[src/rtl/alu_pkg.sv]
// Shared types and constants for the ALU issue/writeback slice.
// Build option: define ALU_FWD_EN to forward E-stage results instead of stalling.
package alu_pkg;

    localparam int DATA_W    = 16;
    localparam int NREG      = 4;
    localparam int REG_IDX_W = $clog2(NREG);

    typedef enum logic [2:0] {
        OP_ADD = 3'b000,
        OP_SUB = 3'b001,
        OP_AND = 3'b010,
        OP_OR  = 3'b011,
        OP_LDI = 3'b100
    } alu_op_e;

    // Encodings above LDI are illegal and never write the register file.
    function automatic logic is_writing_op(input logic [2:0] op);
        return (op <= OP_LDI);
    endfunction

endpackage

[src/rtl/alu_regfile.sv]
// Small register file: three asynchronous read ports, one synchronous write port,
// asynchronous active-low clear of every entry.
module alu_regfile #(
    parameter int  DATA_W = 16,
    parameter int  NREG   = 4,
    localparam int IDX_W  = $clog2(NREG)
) (
    input  logic              clk,
    input  logic              rst_n,
    input  logic              i_we,
    input  logic [IDX_W-1:0]  i_waddr,
    input  logic [DATA_W-1:0] i_wdata,
    input  logic [IDX_W-1:0]  i_rs1_addr,
    input  logic [IDX_W-1:0]  i_rs2_addr,
    input  logic [IDX_W-1:0]  i_dbg_addr,
    output logic [DATA_W-1:0] o_rs1_data,
    output logic [DATA_W-1:0] o_rs2_data,
    output logic [DATA_W-1:0] o_dbg_data
);

    logic [DATA_W-1:0] r_rf [NREG];

    always_ff @(posedge clk or negedge rst_n) begin
        if (!rst_n) begin
            for (int i = 0; i < NREG; i++) begin
                r_rf[i] <= '0;
            end
        end else if (i_we) begin
            r_rf[i_waddr] <= i_wdata;
        end
    end

    assign o_rs1_data = r_rf[i_rs1_addr];
    assign o_rs2_data = r_rf[i_rs2_addr];
    assign o_dbg_data = r_rf[i_dbg_addr];

endmodule

[src/rtl/alu_issue.sv]
// Two-stage issue/writeback controller in front of an external combinational ALU.
// Build option: ALU_FWD_EN selects E-result forwarding; otherwise RAW hazards stall one cycle.
module alu_issue
    import alu_pkg::*;
#(
    parameter int  DATA_W = 16,
    parameter int  NREG   = 4,
    localparam int IDX_W  = $clog2(NREG)
) (
    input  logic              clk,
    input  logic              rst_n,
    input  logic              in_valid,
    output logic              in_ready,
    input  logic [2:0]        in_op,
    input  logic [IDX_W-1:0]  in_rd,
    input  logic [IDX_W-1:0]  in_rs1,
    input  logic [IDX_W-1:0]  in_rs2,
    input  logic [DATA_W-1:0] in_imm,
    output logic [2:0]        alith,
    output logic [DATA_W-1:0] source1,
    output logic [DATA_W-1:0] source2,
    input  logic [DATA_W-1:0] alu_out,
    output logic              wb_valid,
    output logic [IDX_W-1:0]  wb_rd,
    output logic [DATA_W-1:0] wb_data,
    output logic              err,
    input  logic [IDX_W-1:0]  dbg_addr,
    output logic [DATA_W-1:0] dbg_data
);

    logic              r_rdy;
    logic              r_e_valid;
    logic [2:0]        r_e_op;
    logic [IDX_W-1:0]  r_e_rd;
    logic [DATA_W-1:0] r_e_opa;
    logic [DATA_W-1:0] r_e_opb;
    logic [DATA_W-1:0] r_e_imm;
    logic              r_wb_valid;
    logic [IDX_W-1:0]  r_wb_rd;
    logic [DATA_W-1:0] r_wb_data;
    logic              r_err;

    logic [DATA_W-1:0] w_rs1_data;
    logic [DATA_W-1:0] w_rs2_data;
    logic [DATA_W-1:0] w_e_result;
    logic [DATA_W-1:0] w_opa;
    logic [DATA_W-1:0] w_opb;
    logic              w_e_writes;
    logic              w_haz1;
    logic              w_haz2;
    logic              w_accept;

    alu_regfile #(
        .DATA_W (DATA_W),
        .NREG   (NREG)
    ) u_regfile (
        .clk        (clk),
        .rst_n      (rst_n),
        .i_we       (w_e_writes),
        .i_waddr    (r_e_rd),
        .i_wdata    (w_e_result),
        .i_rs1_addr (in_rs1),
        .i_rs2_addr (in_rs2),
        .i_dbg_addr (dbg_addr),
        .o_rs1_data (w_rs1_data),
        .o_rs2_data (w_rs2_data),
        .o_dbg_data (dbg_data)
    );

    assign w_e_writes = r_e_valid && is_writing_op(r_e_op);
    assign w_e_result = (r_e_op == OP_LDI) ? r_e_imm : alu_out;
    assign w_haz1     = w_e_writes && (in_rs1 == r_e_rd);
    assign w_haz2     = w_e_writes && (in_rs2 == r_e_rd);

`ifdef ALU_FWD_EN
    assign in_ready = r_rdy;
    assign w_opa    = w_haz1 ? w_e_result : w_rs1_data;
    assign w_opb    = w_haz2 ? w_e_result : w_rs2_data;
`else
    // Hold off one cycle so the dependent op reads the freshly written RF entry.
    assign in_ready = r_rdy && !(w_haz1 || w_haz2);
    assign w_opa    = w_rs1_data;
    assign w_opb    = w_rs2_data;
`endif

    assign w_accept = in_valid && in_ready;

    always_ff @(posedge clk or negedge rst_n) begin
        if (!rst_n) begin
            r_rdy      <= 1'b0;
            r_e_valid  <= 1'b0;
            r_e_op     <= '0;
            r_e_rd     <= '0;
            r_e_opa    <= '0;
            r_e_opb    <= '0;
            r_e_imm    <= '0;
            r_wb_valid <= 1'b0;
            r_wb_rd    <= '0;
            r_wb_data  <= '0;
            r_err      <= 1'b0;
        end else begin
            r_rdy      <= 1'b1;
            r_e_valid  <= w_accept;
            // Payload fields hold when idle so the ALU inputs keep their last values.
            if (w_accept) begin
                r_e_op  <= in_op;
                r_e_rd  <= in_rd;
                r_e_opa <= w_opa;
                r_e_opb <= w_opb;
                r_e_imm <= in_imm;
                if (!is_writing_op(in_op)) begin
                    r_err <= 1'b1;
                end
            end
            r_wb_valid <= w_e_writes;
            if (w_e_writes) begin
                r_wb_rd   <= r_e_rd;
                r_wb_data <= w_e_result;
            end
        end
    end

    assign alith    = r_e_op;
    assign source1  = r_e_opa;
    assign source2  = r_e_opb;
    assign wb_valid = r_wb_valid;
    assign wb_rd    = r_wb_rd;
    assign wb_data  = r_wb_data;
    assign err      = r_err;

endmodule

[config.mk]
export PLATFORM = sky130hd
export DESIGN_NAME = alu_issue
export DESIGN_NICKNAME = d
export VERILOG_FILES = /design/src/rtl/alu_pkg.sv /design/src/rtl/alu_regfile.sv /design/src/rtl/alu_issue.sv
export SDC_FILE = /design/constraint.sdc
export NUM_CORES = 1
export LEC_CHECK = 0
export ABC_CLOCK_PERIOD_IN_PS = 2100
export CAP_MARGIN = 20
export CORE_ASPECT_RATIO = 1.2
export CORE_MARGIN = 3
export CORE_UTILIZATION = 52
export DETAILED_ROUTE_END_ITERATION = 10
export PLACE_DENSITY = 0.79
export SYNTH_ARGS = -nofsm -noshare
export SYNTH_HDL_FRONTEND = slang
export SYNTH_SLANG_ARGS = --single-unit
[constraint.sdc]
create_clock -name clk -period 2.1 [get_ports clk]
set_input_delay 0.21 -clock clk [delete_from_list [all_inputs] [get_ports clk]]
set_output_delay 0.21 -clock clk [all_outputs]
set_load 0.05 [all_outputs]
==> metrics.txt, run 1 <==
share of cells above drive strength 1=28.2%; compound-gate portion of the synthesized area=7.06%; Top Ports=around 120; Min Hold Slack=0.297 ns; vias in the first global route=4,741; Hold Vio Cnt, Final=0; HP Class=in2async; gp weighted congestion=between 0.8 and 0.9; CTS tree=done; mean post-synth cell area=roughly 13 um^2; commonest non-fill, non-tap cell in the layout=dfrtp_1; core box area=11,800 um^2; total die area=13,600 um^2; Clock Skews=between 0.01 and 0.015 ns; Tmin final=between 2 and 2.5 ns; later-pin clock latency in the skew report=slightly above 0.4 ns; mux contribution to synthesized area=a little under 30%; Mapped Cells=476; Worst Setup SP=r_e_rd[1]; crit path launch type=flop; post-synthesis sequential area ratio=between 50% and 60%; Yosys reg bits=between 100 and 150; Critical Path AT=1.79 ns; Sink Count=139; post-synthesis net count=roughly 520; Via-to-Cell Ratio=5.68; dpl cells=734; ANT nets after route=0; WL final=around 15,000 um; Initial Util=54.2%; Die Width=~110 um; run status=finished, final reports clean; CTS Buf Count=17; Initial DRC Count=308; Worst Path Required=about 1.9 ns; RSZ-0062 raised after global routing=no; Pre-antenna DRT Iters=5; FFs w/ async S/R, synth=100%; crit share post-route=between 90 and 100%; Crit Path Class=reg2out; Adder-Cell Fraction of Synth Area=0%; Die Ht=127 um; Max-slew headroom=59.1%; Vias=4,357; post-synthesis simple-gate area fraction=under 10%; Unique masters post-synth=27; area grow syn2layout=31.8%; CP Capture Type=output pin; Longest Clk Path Bufs=2; Peak VDD IR=0.000725 V; maxcap violations=0; reg2reg start=alith[1]; fmax=around 0.5 GHz; Root Buffer=clkbuf_16; Power, Total=0.0138 W; flop-to-flop setup slack=between 0.2 and 0.25 ns; first-pass GRT wire length=24,500 um; total setup buffers inserted after CTS=0; final non-filler cell total=767; Pwr Density=~1600 nW/um^2; Slew Limit Fails=0; Ys Warns=0; Top FF cell, synth=dfrtp_1; largest net degree at the start of global routing=53; maximum fanout count along the critical path=8; Least-Margin Pin Slew=0.597 ns; CTS H-tree depth=4; DP Wirelength=10,400 um; # nets final=643; commonest cells after routing, fill and taps aside=dfrtp_1, clkdlybuf4s50_1, nand2_1; drt drc=0; overflow left after global routing=0; WL/cell=19.5 um; Final Core Density=71.4%; Synth Cell Area=6380 um^2; total track usage=23.4%; initial antenna violation count=0; row cnt=43; number of filler cells placed in the layout=777; # setup viols final=0; main combinational cell family by area after synthesis=multiplexers; fin area=8420 um^2; Synth Area in XOR/XNOR=less than 1%; Post-synth EDFFs=0; placed cell areas=7790 um^2; Port Buffer Count=between 100 and 150; clock-pin slew on the worst setup and hold paths=0.06 ns; antenna cells=0; Static Leak=3.51 nW
-- power breakdown --
group	switching, W	internal [W]
sequential	0.000957	0.00383
combinational	0.00350	0.00246
clock	0.00105	0.00204
total	0.00550	0.00833
-- worst max-delay path, stage by stage, from the launching register on --
cell and delay [ns]:
dfrtp_2 0.48, xor2_1 0.19, o22ai_1 0.33, a21boi_1 0.19, buf_12 0.18
-- flip-flops by register name (all words and copies together), names as in the netlist, 2 cells and up --
name / count
u_regfile.r_rf: 64
r_e_imm: 16
source1: 16
source2: 16
wb_data: 16
alith: 3
r_e_rd: 2
wb_rd: 2
-- kinds of logic after synthesis --
family                 Yosys count
flip-flops                     139
AND/OR/NAND/NOR                 90
AO/OA/AOI/OAI                   86
buffers and inverters           38
multiplexers                   118
other                            1
XOR/XNOR                         4
-- synthesized netlist by cell type (2+ instances only) --
library cell | count | area share, %
a21oi_1 | 16 | 1.3
clkbuf_1 | 17 | 1.0
buf_2 | 13 | 1.0
mux2_2 | 51 | 9.0
dfrtp_1 | 139 | 54
mux4_2 | 48 | 17
buf_4 | 2 | 0.24
o21ai_0 | 64 | 5.0
nand2_1 | 68 | 4.0
mux2i_1 | 16 | 2.5
mux2_1 | 3 | 0.53
buf_6 | 5 | 0.88
nand4b_1 | 2 | 0.27
xor2_1 | 4 | 0.55
nor2_1 | 16 | 0.94
-- stage by stage --
| step | TNS (ns) | setup slack (ns) |
|---|---|---|
| after floorplan | 0 | 0.00804 |
| after global placement | 0 | 0.0379 |
| after detailed placement | -0.0138 | -0.00726 |
| after CTS | 0 | 0.0293 |
| after global routing | 0 | 0.0300 |
| final | 0 | 0.0965 |
-- timing repair --
item,CTS,global route
endpoints found under the hold margin,44,0
hold buffers,1,0
endpoints found under the setup margin,0,1
resized for setup,0,3
-- path summary, 6_finish.rpt --
path                                      endpoint  cells past startpoint
worst max register to register  u_regfile.r_rf[25]                      4
max in group asynchronous               source1[5]                      3
worst min register to register            wb_rd[1]                      2
worst min-delay path                    r_e_imm[4]                      2
min in group clk                       r_e_imm[14]                      2
worst max-delay path                      in_ready                      4
-- layout make-up --
cell class                 instances  area, um^2  area share (%)
multi-input combinational        299        2730            32.4
clock buffer                      24         472            5.61
timing repair buffer             139        1400            16.6
inverter                           1        3.75          0.0446
tap                              157         196            2.33
sequential                       139        3480            41.4
clock inverter                     8         140            1.67
-- routing by layer --
layer,routed length (um),vias to the layer above,GRT usage (%)
met3,786,19,5.86
met1,5850,2228,29.1
met4,253,0,6.70
met2,8040,136,40.7
li1,-,1974,-
met5,0,-,0
Note: power is estimated with default switching activity, not from simulation.
==> inputs of run 2 (changes only) <==
- CORE_MARGIN: 3 -> 8
==> run 2 against run 1 <==
Compared with the run above: die area rose by 18%; register-to-register slack got worse by 0.09 ns; clock skew decreased by 0.0059 ns; wire length grew 6.9%; critical path depth unchanged; combinational power barely moved; hold slack got worse by 0.0051 ns; non-clock buffer count down 2; final area is 0.52% higher; worst setup slack lost 0.013 ns; core utilization down 1.3 points; clock-buffer cell count shrank 6.
==> metrics.txt, run 2 (synthesized netlist as in run 1, its figures left out) <==
drt drc=0 (unchanged); Final Core Density=70.2% (-1.3 points); clock-pin slew on the worst setup and hold paths=0.06 ns (about the same); final non-filler cell total=769 (+0.26%); CTS H-tree depth=4 (unchanged); Initial Util=52.9% (-1.2 points); CP Capture Type=output pin; crit path capture=in_ready; core box area=12,100 um^2 (+2.3%); Longest Clk Path Bufs=2 (unchanged); crit path launch type=flop; cell family contributing the most delay on the critical path=flip-flops; total die area=16,100 um^2 (+18%); Critical Path AT=1.81 ns (+0.02 ns); Critical-path top delay cell=dfrtp_1; placed cell areas=7760 um^2 (-0.29%); reg2reg start=r_e_rd[1]; # setup viols final=0 (unchanged); Static Leak=3.52 nW (+0.16%); Crit Path Class=reg2out; Vias=4,427 (+1.6%); WL/cell=20.8 um (+6.7%); commonest cells after routing, fill and taps aside=dfrtp_1, clkdlybuf4s50_1, nand2_1; RSZ-0062 raised after global routing=no; largest net degree at the start of global routing=50 (-5.7%); # nets final=641 (-0.31%); CTS tree=done; Port Buffer Count=117 (unchanged); Top Ports=118 (unchanged); first-pass GRT wire length=25,600 um (+4.6%); Via-to-Cell Ratio=5.76 (+1.3%); Worst Setup SP=r_e_rd[1]; total track usage=21.3% (-2.1 points); DP Wirelength=10,600 um (+1.9%); maxcap violations=0 (unchanged); Clock Skews=0.00675 ns (-0.00595 ns); FF-to-FF End=alith[2]; later-pin clock latency in the skew report=0.41 ns (about the same); Reg2Reg Depth=5 (+1); Root Buffer=clkbuf_16; Sink Count=139 (unchanged); overflow left after global routing=0 (unchanged); critical path depth in cells=4 (unchanged); CP bufs+invs=1 (unchanged); antenna cells=0 (unchanged); initial antenna violation count=0 (unchanged); Reg with most FFs=u_regfile.r_rf; multi-input logic area=2730 um^2 (unchanged); Max-slew headroom=56.8% (-2.3 points); HP Class=in2async; share of cells above drive strength 1=28.5% (+0.26 points); Worst Path Required=1.89 ns (about the same); number of filler cells placed in the layout=775 (-0.26%); CP cell instances=xor2_1 > o22ai_1 > a21boi_1 > buf_12; Die Width=117 um (+9.3%); maximum fanout count along the critical path=8 (unchanged); area grow syn2layout=32.5%; max FFs per register=64 (unchanged); Slew Limit Fails=0 (unchanged); Final WS setup=0.0836 ns (-0.0128 ns); Least-Margin Pin Slew=0.630 ns (+0.0331 ns); row cnt=44 (+2.3%); Initial DRC Count=220 (-29%); fin area=8460 um^2 (+0.52%); Peak VDD IR=0.000790 V (+9.0%); ANT nets after route=0 (unchanged); Tmin final=2.02 ns (+0.0128 ns); Register Area=3480 um^2 (about the same); Pre-antenna DRT Iters=4 (-1); gp weighted congestion=0.765 (-8.2%); Pwr Density=1680 nW/um^2 (+2.2%); Die Ht=137 um (+7.9%); fmax=0.496 GHz (-0.64%); vias in the first global route=4,869 (+2.7%); WL final=16,000 um (+6.9%); max incr delay on CP=0.50 ns (+0.02 ns); flop-to-flop setup slack=0.15 ns (-0.09 ns); Power, Total=0.0142 W (+2.8%); commonest non-fill, non-tap cell in the layout=dfrtp_1; crit share post-route=96.0% (+0.61 points); run status=finished, final reports clean; Place WS=-0.0128 ns (-0.00558 ns); CTS Buf Count=17 (unchanged); dpl cells=736 (+0.27%); Hold Vio Cnt, Final=0 (unchanged)
==> run 2: power by group <==
part	switching [W]	internal, W	total, W
sequential	0.000999	0.00382	0.00482
clock	0.00114	0.00226	0.00340
combinational	0.00353	0.00245	0.00598
total	0.00567	0.00854	0.0142
==> run 2: what timing repair did <==
| action | in CTS | in global routing |
|---|---|---|
| setup buffers | 0 | 0 |
| endpoints found under the hold margin | 46 | 0 |
| hold buffers | 1 | 0 |
| endpoints found under the setup margin | 0 | 1 |
| resized for setup | 0 | 1 |
==> run 2: worst min-delay path by stage <==
stage               start          to  slack, ns  depth (start not counted)
floorplan           rst_n    alith[0]      -0.09                          0
global placement    rst_n       r_rdy       0.17                          1
detailed placement  rst_n  r_e_imm[2]       0.17                          1
CTS                 rst_n  r_e_imm[2]       0.31                          2
global route        rst_n  r_e_imm[2]       0.35                          2
finish              rst_n       r_rdy       0.29                          2
==> run 2: stage by stage <==
step | hold WS, ns | setup TNS [ns]
after global placement | 0.167 | 0
after global routing | 0.351 | 0
after CTS | 0.308 | 0
final | 0.292 | 0
after floorplan | -0.0856 | 0
after detailed placement | 0.168 | -0.0653
==> run 2: cell type report <==
type | instances | area share [%]
timing repair buffer | 137 | 16.2
multi-input combinational | 299 | 32.2
inverter | 1 | 0.0444
sequential | 139 | 41.1
tap | 161 | 2.38
clock inverter | 14 | 2.85
clock buffer | 18 | 5.19
==> run 2: per-layer routing <==
metal  GRT usage [%]  share of wire [%]  up-vias
met2            35.8                 53      173
li1                -                  -     1961
met1            24.4                 38     2250
met5               0                  0        -
met3            4.82                6.2       43
met4            12.4                3.4        0
==> inputs of run 3 (changes only) <==
- CORE_ASPECT_RATIO: 1.2 -> 1.5
==> run 3 against run 2 <==
Compared with the run above: via count barely moved; first-iteration DRC count rose by 14%; clock power is 12% lower; cell count shrank 0.91%; largest power group unchanged.
==> metrics.txt, run 3 (synthesized netlist as in run 1, its figures left out) <==
run status=finished, final reports clean; total setup buffers inserted after CTS=0 (unchanged); fmax=0.505 GHz (+1.9%); Longest Clk Path Bufs=2 (unchanged); Top Ports=118 (unchanged); first-pass GRT wire length=26,100 um (+1.7%); ANT nets after route=0 (unchanged); Critical Path AT=1.77 ns (-0.04 ns); core box area=12,000 um^2 (-0.33%); Die Ht=152 um (+10%); HP Class=in2async; later-pin clock latency in the skew report=0.42 ns (about the same); Crit Path Class=reg2out; Via-to-Cell Ratio=5.81 (+0.96%); Hold Vio Cnt, Final=0 (unchanged); number of filler cells placed in the layout=830 (+7.1%); Static Leak=3.51 nW (-0.16%); CP Capture Type=output pin; # setup viols final=0 (unchanged); Worst Path Required=1.89 ns (about the same); Reg with most FFs=u_regfile.r_rf; share of cells above drive strength 1=28.2% (-0.21 points); post_cts resized=0 (unchanged); clock-pin slew on the worst setup and hold paths=0.05 ns (about the same); CTS H-tree depth=4 (unchanged); Critical-path top delay cell=dfrtp_1; crit share post-route=94.2% (-1.8 points); Least-Margin Pin Slew=0.587 ns (-0.0432 ns); Power, Total=0.0138 W (-2.9%); largest net degree at the start of global routing=64 (+28%); # nets final=644 (+0.47%); flop-to-flop setup slack=0.21 ns (+0.06 ns); RSZ-0062 raised after global routing=no; cell family contributing the most delay on the critical path=compound AO/OA/AOI/OAI gates; commonest cells after routing, fill and taps aside=dfrtp_1, clkdlybuf4s50_1, nand2_1; Initial Util=53.1% (+0.18 points); overflow left after global routing=0 (unchanged); crit path launch type=flop; CP cell instances=o21ai_1 > nand2_2 > inv_1 > a21boi_1 > buf_12; Die Width=106 um (-9.1%); reg2reg start=alith[1]; max incr delay on CP=0.42 ns (-0.08 ns); antenna cells=0 (unchanged); max FFs per register=64 (unchanged); drt drc=0 (unchanged); gp weighted congestion=0.790 (+3.2%); DP Wirelength=11,300 um (+6.3%); Port Buffer Count=117 (unchanged); Max-slew headroom=59.8% (+3.0 points); Tmin final=1.98 ns (-0.0372 ns); Root Buffer=clkbuf_16; Final Core Density=69.7% (-0.44 points); Initial DRC Count=250 (+14%); commonest non-fill, non-tap cell in the layout=dfrtp_1; WL final=16,000 um (about the same); critical path depth in cells=5 (+1); crit path capture=in_ready; Clock Skews=0.0135 ns (+0.00671 ns); Worst Setup SP=alith[1]; maxcap violations=0 (unchanged); Pwr Density=1650 nW/um^2 (-1.9%); total die area=16,200 um^2 (+0.36%); maximum fanout count along the critical path=5 (-3); Pre-antenna DRT Iters=4 (unchanged); CP bufs+invs=2 (+1); area grow syn2layout=31.2%; WL/cell=21.0 um (+0.96%); Min Hold Slack=0.341 ns (+0.0487 ns); row cnt=49 (+11%); Slew Limit Fails=0 (unchanged); Sink Count=139 (unchanged); fin area=8380 um^2 (-0.96%); Vias=4,429 (+0.045%); initial antenna violation count=0 (unchanged); CTS Buf Count=17 (unchanged); total track usage=20.9% (-0.42 points); CTS tree=done; vias in the first global route=4,992 (+2.5%); FF-to-FF End=u_regfile.r_rf[23]; Peak VDD IR=0.000897 V (+14%); setup TNS=0 ns (unchanged); Reg2Reg Depth=4 (-1); placed cell areas=7780 um^2 (+0.16%)
-- run 3: cell type report --
class | instances | area [um^2] | share of cell area [%]
sequential | 139 | 3480 | 41.5
multi-input combinational | 299 | 2720 | 32.5
timing repair buffer | 140 | 1390 | 16.6
clock buffer | 21 | 470 | 5.62
tap | 153 | 191 | 2.28
clock inverter | 9 | 120 | 1.43
inverter | 1 | 3.75 | 0.0448
-- run 3: timing repair --
action / CTS / global route
hold endpoints to repair: 60 / 0
endpoints found under the setup margin: 0 / 0
hold buffers: 1 / 0
-- run 3: worst min-delay path by stage --
| stage | start | to | slack [ns] |
|---|---|---|---|
| after floorplan | rst_n | alith[0] | -0.09 |
| after global placement | rst_n | wb_valid | 0.22 |
| after CTS | rst_n | wb_valid | 0.36 |
| final | rst_n | wb_valid | 0.34 |
| after detailed placement | rst_n | wb_valid | 0.23 |
| after global routing | in_imm[10] | r_e_imm[10] | 0.39 |
-- run 3: report_power, final --
part           switching, W  internal (W)
registers          0.000955       0.00382
logic               0.00356       0.00246
clock network       0.00106       0.00193
-- run 3: stage by stage --
stage	worst slack (ns)	std cells
finish	0.121	762
global route	0.0328	762
CTS	0.0997	762
detailed placement	0.0257	731
global placement	0.0384	731
floorplan	0.00804	476
-- run 3: layer usage --
| metal | vias to the layer above | part of all wire (%) | track usage, % |
|---|---|---|---|
| li1 | 1968 | - | - |
| met1 | 2270 | 38 | 23.1 |
| met2 | 164 | 54 | 36.6 |
| met3 | 27 | 6.4 | 5.55 |
| met4 | 0 | 2.4 | 9.82 |
| met5 | - | 0 | 0 |
